<file path="config.mk">
export PLATFORM = sky130hd
export DESIGN_NAME = fsqrt_iter
export DESIGN_NICKNAME = d
export VERILOG_FILES = /design/src/rtl/fsqrt_iter.sv
export SDC_FILE = /design/constraint.sdc
export NUM_CORES = 1
export LEC_CHECK = 0
export ABC_AREA = 1
export CORE_MARGIN = 10
export CORE_UTILIZATION = 58
export CTS_CLUSTER_DIAMETER = 50
export DETAILED_ROUTE_END_ITERATION = 12
export GPL_TIMING_DRIVEN = 0
export PLACE_DENSITY = 0.8
export SLEW_MARGIN = 20
export SYNTH_ARGS = -nofsm -noshare
export SYNTH_HDL_FRONTEND = slang
export SYNTH_SLANG_ARGS = --single-unit
export TNS_END_PERCENT = 100
</file>
<file path="constraint.sdc">
create_clock -name clk -period 5.3 [get_ports clk]
set_input_delay 0.795 -clock clk [delete_from_list [all_inputs] [get_ports clk]]
set_output_delay 0.795 -clock clk [all_outputs]
set_load 0.02 [all_outputs]
</file>
<file path="src/rtl/fsqrt_iter.sv">
// fsqrt_iter: iterative IEEE-754 single-precision square root.
//
// One operation in flight. An accepted operand is classified at once: specials
// (NaN, zero, denormal, negative, +inf) go straight to DONE. Normal operands
// run a restoring digit recurrence for 26 root bits (24 significand + guard +
// round), ITER_BITS bits per cycle. A single ROUND cycle follows, then DONE.
//
// Parameters
//   ITER_BITS  root bits resolved per CALC cycle (1 or 2)
//   TAG_W      width of the opaque tag carried from input to output
//
// Ports
//   clk          clock, all state on rising edge
//   rst          synchronous active-high reset
//   in_valid     operand offered
//   in_ready     block idle and able to accept
//   in_x         single-precision operand
//   in_rm        rounding mode: 0 = nearest-even, 1 = toward zero
//   in_tag       tag echoed on out_tag
//   out_valid    result presented (held until out_ready)
//   out_ready    consumer accepts result
//   out_y        sqrt(in_x)
//   out_tag      tag of the result
//   out_invalid  invalid-operation flag
//   out_inexact  inexact flag
module fsqrt_iter #(
  parameter int unsigned ITER_BITS = 1,
  parameter int unsigned TAG_W     = 4
) (
  input  logic             clk,
  input  logic             rst,
  input  logic             in_valid,
  output logic             in_ready,
  input  logic [31:0]      in_x,
  input  logic             in_rm,
  input  logic [TAG_W-1:0] in_tag,
  output logic             out_valid,
  input  logic             out_ready,
  output logic [31:0]      out_y,
  output logic [TAG_W-1:0] out_tag,
  output logic             out_invalid,
  output logic             out_inexact
);

  localparam int unsigned RootW     = 26;
  localparam int unsigned RadW      = 2 * RootW;
  // Partial remainder never exceeds 2*root+1 before the shift, so 30 bits is ample.
  localparam int unsigned RemW      = 30;
  localparam int unsigned CntW      = 5;
  localparam int unsigned NumCycles = RootW / ITER_BITS;

  localparam logic [CntW-1:0] CntLast  = CntW'(NumCycles - 1);
  localparam logic [31:0]     CanonNan = 32'h7FC0_0000;
  localparam logic [31:0]     PosInf   = 32'h7F80_0000;

  typedef enum logic [1:0] {StIdle, StCalc, StRound, StDone} state_e;

  state_e state_q, state_d;

  logic [RadW-1:0]  rad_q, rad_d;
  logic [RemW-1:0]  rem_q, rem_d;
  logic [RootW-1:0] root_q, root_d;
  logic [CntW-1:0]  cnt_q, cnt_d;
  logic [7:0]       exp_q, exp_d;
  logic             rm_q, rm_d;

  logic [31:0]      out_y_q, out_y_d;
  logic [TAG_W-1:0] out_tag_q, out_tag_d;
  logic             out_inv_q, out_inv_d;
  logic             out_inx_q, out_inx_d;

  // ---------------------------------------------------------------------------
  // Operand classification
  // ---------------------------------------------------------------------------
  logic        x_sign;
  logic [7:0]  x_exp;
  logic [22:0] x_man;
  logic        is_special;
  logic [31:0] spec_y;
  logic        spec_inv;
  logic [8:0]  exp_sum;
  logic [7:0]  res_exp;
  logic [RadW-1:0] rad_init;

  assign x_sign = in_x[31];
  assign x_exp  = in_x[30:23];
  assign x_man  = in_x[22:0];

  always_comb begin
    is_special = 1'b1;
    spec_y     = '0;
    spec_inv   = 1'b0;
    if (x_exp == 8'hFF && x_man != '0) begin
      // Only a signalling NaN (quiet bit clear) raises invalid.
      spec_y   = CanonNan;
      spec_inv = ~x_man[22];
    end else if (x_exp == 8'h00) begin
      // Zeros and denormals both return a signed zero.
      spec_y = {x_sign, 31'b0};
    end else if (x_sign) begin
      spec_y   = CanonNan;
      spec_inv = 1'b1;
    end else if (x_exp == 8'hFF) begin
      spec_y = PosInf;
    end else begin
      is_special = 1'b0;
    end
  end

  // Unbiased exponent halves exactly when odd-biased; an even biased exponent
  // moves one factor of two into the radicand instead.
  assign exp_sum  = {1'b0, x_exp} + 9'd127;
  assign res_exp  = exp_sum[8:1];
  // Radicand scaled by 2^50 so the integer root carries 25 fractional bits.
  assign rad_init = x_exp[0] ? {1'b0, 1'b1, x_man, 27'b0} : {1'b1, x_man, 28'b0};

  // ---------------------------------------------------------------------------
  // Restoring recurrence: ITER_BITS steps per cycle
  // ---------------------------------------------------------------------------
  logic [RadW-1:0]  rad_nx;
  logic [RemW-1:0]  rem_nx;
  logic [RootW-1:0] root_nx;
  logic [RemW-1:0]  rem_sh;
  logic [RemW-1:0]  trial;

  always_comb begin
    rad_nx  = rad_q;
    rem_nx  = rem_q;
    root_nx = root_q;
    rem_sh  = '0;
    trial   = '0;
    for (int unsigned i = 0; i < ITER_BITS; i++) begin
      rem_sh = {rem_nx[RemW-3:0], rad_nx[RadW-1 -: 2]};
      trial  = {{(RemW - RootW - 2){1'b0}}, root_nx, 2'b01};
      if (rem_sh >= trial) begin
        rem_nx  = rem_sh - trial;
        root_nx = {root_nx[RootW-2:0], 1'b1};
      end else begin
        rem_nx  = rem_sh;
        root_nx = {root_nx[RootW-2:0], 1'b0};
      end
      rad_nx = {rad_nx[RadW-3:0], 2'b00};
    end
  end

  // ---------------------------------------------------------------------------
  // Rounding
  // ---------------------------------------------------------------------------
  logic        guard_bit;
  logic        sticky_bit;
  logic        lsb_bit;
  logic        round_up;
  logic [24:0] sig_rnd;
  logic [7:0]  rnd_exp;
  logic [22:0] rnd_man;
  logic [31:0] rnd_y;
  logic        rnd_inexact;

  assign guard_bit   = root_q[1];
  assign sticky_bit  = root_q[0] | (rem_q != '0);
  assign lsb_bit     = root_q[2];
  assign round_up    = ~rm_q & guard_bit & (sticky_bit | lsb_bit);
  assign sig_rnd     = {1'b0, root_q[RootW-1:2]} + {24'b0, round_up};
  // Carry out of the significand renormalises to 1.0 x 2^(e+1).
  assign rnd_exp     = exp_q + {7'b0, sig_rnd[24]};
  assign rnd_man     = sig_rnd[24] ? 23'b0 : sig_rnd[22:0];
  assign rnd_y       = {1'b0, rnd_exp, rnd_man};
  assign rnd_inexact = guard_bit | sticky_bit;

  // ---------------------------------------------------------------------------
  // Control
  // ---------------------------------------------------------------------------
  always_comb begin
    state_d   = state_q;
    rad_d     = rad_q;
    rem_d     = rem_q;
    root_d    = root_q;
    cnt_d     = cnt_q;
    exp_d     = exp_q;
    rm_d      = rm_q;
    out_y_d   = out_y_q;
    out_tag_d = out_tag_q;
    out_inv_d = out_inv_q;
    out_inx_d = out_inx_q;

    unique case (state_q)
      StIdle: begin
        if (in_valid) begin
          out_tag_d = in_tag;
          if (is_special) begin
            out_y_d   = spec_y;
            out_inv_d = spec_inv;
            out_inx_d = 1'b0;
            state_d   = StDone;
          end else begin
            rm_d    = in_rm;
            exp_d   = res_exp;
            rad_d   = rad_init;
            rem_d   = '0;
            root_d  = '0;
            cnt_d   = CntLast;
            state_d = StCalc;
          end
        end
      end
      StCalc: begin
        rad_d  = rad_nx;
        rem_d  = rem_nx;
        root_d = root_nx;
        if (cnt_q == '0) begin
          state_d = StRound;
        end else begin
          cnt_d = cnt_q - 1'b1;
        end
      end
      StRound: begin
        out_y_d   = rnd_y;
        out_inv_d = 1'b0;
        out_inx_d = rnd_inexact;
        state_d   = StDone;
      end
      StDone: begin
        if (out_ready) begin
          state_d = StIdle;
        end
      end
      default: state_d = StIdle;
    endcase
  end

  always_ff @(posedge clk) begin
    if (rst) begin
      state_q   <= StIdle;
      rad_q     <= '0;
      rem_q     <= '0;
      root_q    <= '0;
      cnt_q     <= '0;
      exp_q     <= '0;
      rm_q      <= 1'b0;
      out_y_q   <= '0;
      out_tag_q <= '0;
      out_inv_q <= 1'b0;
      out_inx_q <= 1'b0;
    end else begin
      state_q   <= state_d;
      rad_q     <= rad_d;
      rem_q     <= rem_d;
      root_q    <= root_d;
      cnt_q     <= cnt_d;
      exp_q     <= exp_d;
      rm_q      <= rm_d;
      out_y_q   <= out_y_d;
      out_tag_q <= out_tag_d;
      out_inv_q <= out_inv_d;
      out_inx_q <= out_inx_d;
    end
  end

  // Gating with rst keeps both handshakes dead while reset is held.
  assign in_ready    = (state_q == StIdle) && !rst;
  assign out_valid   = (state_q == StDone) && !rst;
  assign out_y       = out_y_q;
  assign out_tag     = out_tag_q;
  assign out_invalid = out_inv_q;
  assign out_inexact = out_inx_q;

endmodule

</file>
Yosys cells after proc, flatten, opt, wreduce, memory -nomap -nowiden
Cells that the tools add are included.
Widths: inputs -> output; s select.

word-level totals
  logic and storage cells = 94
  bits of input ports = 41
  bits in registers = 162

operators by class
  $add $sub $neg = 5
  reduce and logical (&&, ||, !) cells = 17
  muxes and demuxes = 42
  equality and inequality tests = 10
  $lt $le $gt $ge = 1
  bitwise operators = 8

operator list
  kind                 count
  $mux 52              3
  $mux 32              4
  $pmux 52 s2          1
  $mux 30              3
  $pmux 32 s2          1
  $mux 31              2
  $pmux 30 s2          1
  $mux 26              2
  $pmux 26 s2          1
  $ge 30x28->1         1
  $reduce_bool 30->1   1
  $sub 30x28->30       1
  $add 24x1->25        1
  $mux 23              1
  $reduce_bool 23->1   1
  $mux 5               3
  $mux 1               12
  $ne 2x2->1 const B   6
  $reduce_and 3->1     4
  $pmux 5 s2           1
  $add 8x7->9 const B  1
  $add 8x1->8          1
  $eq 8x8->1 const B   1
  $logic_not 8->1      1
  other kinds (16)     29

Longest topological paths before layout
  word-level depth = 8
  depth in mapped cells = 20
  gate-level depth less buffers = 20

Least setup slack after synthesis
No wires, ideal clock.

  path type = reg-to-reg
  start point = reg root_q[1]
  end point = reg out_y_q[29] (netlist: out_y[29])
  clock period less this slack = 2639 ps
  arrival time = 2569 ps
  slack = 2661 ps
  stages on the path, launching flop included = 20
  setup time = 70 ps
  path through = dfxtp_1 nand3_1 inv_1 ha_1 nand2_1 nor2_4 nand3_2 nor2_4 nand3_2 nor4_1 ha_1 ha_1 nand2_1 nor2_1 inv_1 nor2_1 inv_1 o21ai_0 nand3_1 a21oi_1

between the ends
  word-level cells in the longest chain between the ends = 5

RTL lines
  element                    line  source
  from (decl)                62    logic [RootW-1:0] root_q, root_d;
  from (signal assigned)     248   root_q <= root_d;
  $and 1x1->1 (2 in series)  162   assign round_up = ~rm_q & guard_bit & (sticky_bit | lsb_bit);
  $add 24x1->25              163   assign sig_rnd = {1'b0, root_q[RootW-1:2]} + {24'b0, round_up};
  $add 8x1->8                165   assign rnd_exp = exp_q + {7'b0, sig_rnd[24]};
  $pmux 32 s2                186   unique case (state_q)
  to (signal assigned)       252   out_y_q <= out_y_d;
  to (decl)                  67    logic [31:0] out_y_q, out_y_d;

Every way passes these cells.
A chain may end at the register's enable or synchronous reset.

Worst setup path in the final report
Ends and elaborated chain as after synthesis.

==> metrics.md <==
| Metric | Value |
|---|---|
| Status | finished clean |
| Number of top-level design ports | 81 |
| Max incr delay on CP | 0.45 ns |
| Worst EP required | 5.67 ns |
| Total track usage | 26.3% |
| Final setup vio count | 0 |
| Crit start category | flop |
| Worst hold start | out_invalid |
| First-pass GRT wire length | 46600 um |
| Clock Skews | 0.00950 ns |
| Global route overflow | 0 |
| Top post-synthesis cells by area | dfxtp_1 (29%), nand2_1 (17%), inv_1 (8.6%) |
| Total Power | 5.43 mW |
| Leakage | 4.94 nW |
| Unrepaired setup endpoints after global routing | no |
| Family with the most delay on the worst path | simple AND/OR/NAND/NOR gates |
| Area growth syn-to-layout | 17.0% |
| Fillcell total | 1480 |
| Syn Area/Cell | 6.26 um2 |
| Layout cells sized above 1 | 9.01% |
| Hold Crit Depth | 2 |
| CTS Buffer Depth | 2 |
| Fin. max-slew vios | 0 |
| CTS tree | built |
| Post-synth EDFFs | 0 |
| Fmax | 0.278 GHz |
| Buf+Inv Stages, Crit Path | 3 |
| Hold Path Sink | out_invalid |
| Unique cell type count in the Yosys netlist | 42 |
| Reg2Reg Depth | 19 |
| Min-delay worst type | flop to flop |
| Clock-pin slew on the worst setup and hold paths | 0.06 ns |
| Placer Congestion | 0.970 |
| Post-route cell area | 0.0111 mm2 |
| Iter 0 DRT Violations | 860 |
| Sequential-to-total area share from yosys stat | 28.6% |
| Area leader, netlist | dfxtp_1 |
| Setup Crit Path Kind | flop to flop |
| Period utilization | 67.9% |
| Yosys reg bits | 135 |
| Residual DRC | 0 |
| Antenna violations before repair | 0 |
| Skew-Pair Late Insertion Delay | 0.44 ns |
| Reg2reg end | out_y[29] |
| Top cell type's share of synthesized area | 28.6% |
| CP endpoint kind | flop |
| Worst Path Arrival | 3.97 ns |
| PostCTS Resize Cnt | 0 |
| Die footprint | 0.0218 mm2 |
| Clock sinks | 135 |
| Mapped Area | 0.00946 mm2 |
| Initial core utilization | 59.3% |
| Placed inst area | 0.0105 mm2 |
| Pre-Repair DR Iteration Count | 6 |
| Antenna Cells | 0 |
| TNS Setup | 0 ns |
| Critical-path cell list | nand3_1 > inv_1 > ha_1 > nand2_1 > nor2_4 > nand3_2 > nor2_4 > nand3_2 > nor4_1 > ha_1 > ha_1 > nand2_1 > nor2_1 > inv_1 > nor2_1 > inv_1 > o21ai_0 > nand3_1 > a21oi_1 |
| Max VDD drop | 0.309 mV |
| Clock buffer count from CTS | 17 |
| Largest net degree at the start of global routing | 17 |
| YS warnings | 0 |
| Clock root cell | clkbuf_16 |
| # Post-CTS Setup Buffers | 0 |
| Post-layout util | 69.4% |
| Max-cap check violation count | 0 |
| Pwr/cell area | 491 mW/mm2 |
| I/O Buffers | 79 |
| Slew margin rel. | 40.2% |
| Die width | 148 um |
| Worst path slowest cell | nor4_1 |
| Core footprint | 0.0159 mm2 |
| Top-count cell post-synth | nand2_1 |
| Nets | 1690 |
| Slew @ Worst Pin | 0.896 ns |
| Flop-to-flop setup slack | 1.70 ns |
| Worst r2r src | root_q[1] |
| Per-cell routed wire length | 15.8 um |
| Final Hold Fails | 0 |
| Final ANT Viol Nets | 0 |
| Worst-path fanout max | 6 |
| Max H-tree Level | 4 |
| Routed via count | 9945 |
| Post-synthesis instance total | 1511 |
| Post-synthesis net count | 1592 |
| HPWL Detailed | 22900 um |
| Cts hold-fix bufs | 0 |
| Synth cell count leaders | nand2_1 (440), inv_1 (217), dfxtp_1 (135), a21oi_1 (131), nand3_1 (125) |
| Row Count | 46 |
| WL final | 29100 um |
| Vias per std cell | 5.41 |
| Post-synth top flop | dfxtp_1 |
| Die Y | 148 um |
| Synth async-reset ratio | 0% |
| Post-layout minimum cycle time | 3.60 ns |
| Vias in the first global route | 9353 |
[area by class of cell]
cell class,instances,area (um2),area share [%]
tap,216,270,2.44
clock buffer,19,443,4.00
timing repair buffer,79,791,7.15
inverter,230,863,7.80
clock inverter,12,104,0.938
multi-input combinational,1091,5580,50.4
sequential,135,2700,24.4
buffer,55,310,2.80
[through the flow]
step / hold WS (ns) / worst slack [ns] / std cells
3_5_place_dp: 0.459 / 1.84 / 1806
6_report: 0.464 / 1.70 / 1837
5_1_grt: 0.489 / 1.29 / 1837
3_3_place_gp: 0.453 / 1.90 / 1806
4_1_cts: 0.468 / 1.80 / 1837
2_1_floorplan: 0.441 / 2.66 / 1511
[worst max-delay path by stage]
stage                    from  cells after the start         to  slack [ns]
finish              root_q[1]                     19  out_y[29]        1.70
detailed placement  root_q[1]                     19  out_y[29]        1.84
global route        root_q[1]                     19  out_y[29]        1.29
floorplan           root_q[1]                     19  out_y[29]        2.66
CTS                 root_q[1]                     19  out_y[29]        1.80
global placement    root_q[1]                     19  out_y[29]        1.90
[cell families (layout without fill, tap and decap cells)]
kind of cell / Yosys count / in the layout / synth area share, %
AND/OR/NAND/NOR: 780 / 780 / 36.8
buffers and inverters: 285 / 395 / 12.4
AO/OA/AOI/OAI: 245 / 245 / 14.5
flip-flops: 135 / 135 / 28.6
adder cells (fa/ha/maj): 40 / 40 / 5.29
XOR/XNOR: 26 / 26 / 2.41
[cell usage in the layout, fill, tap and decap left out, drive strengths merged, types with 7 or more instances in the layout]
| cell type | count |
|---|---|
| nand2 | 478 |
| inv | 231 |
| a21oi | 145 |
| dfxtp | 135 |
| nand3 | 128 |
| nor2 | 122 |
| clkdlybuf4s50 | 79 |
| o21ai | 64 |
| clkbuf | 45 |
| ha | 40 |
| buf | 29 |
| nand4 | 25 |
| nor3 | 17 |
| xor2 | 15 |
| xnor2 | 11 |
| a31oi | 11 |
| a22oi | 10 |
| a221oi | 7 |
| clkinv | 7 |
[worst register-to-register path, stage by stage (launching register included)]
cell     delay [ns]
dfxtp_1        0.40
nand3_1        0.24
inv_1          0.18
ha_1           0.18
nand2_1        0.11
nor2_4         0.21
nand3_2        0.13
nor2_4         0.18
nand3_2        0.14
nor4_1         0.45
ha_1           0.29
ha_1           0.20
nand2_1        0.06
nor2_1         0.11
inv_1          0.07
nor2_1         0.13
inv_1          0.07
o21ai_0        0.15
nand3_1        0.08
a21oi_1        0.16
[routing by layer]
layer  up-vias  track usage, %  wire [um]
li1       5012               -          -
met1      4490            33.0      12600
met2       386            42.3      13200
met3        57            5.68       2320
met4         0            11.8       1050
met5         -               0          0
[sequential cells by signal, summed over array words and instances (netlist names)]
signal and count:
rad_q 25, out_inexact 1, exp_q 8, rem_q 30, rm_q 1, state_q 2, out_y 32, root_q 26
out_invalid 1, cnt_q 5, out_tag 4
[power breakdown]
part           total [mW]  switching (mW)  internal (mW)
Sequential           1.33           0.121           1.21
Combinational        2.98            1.95           1.02
Clock                1.13           0.477          0.652
(Power assumes the default switching activity.)
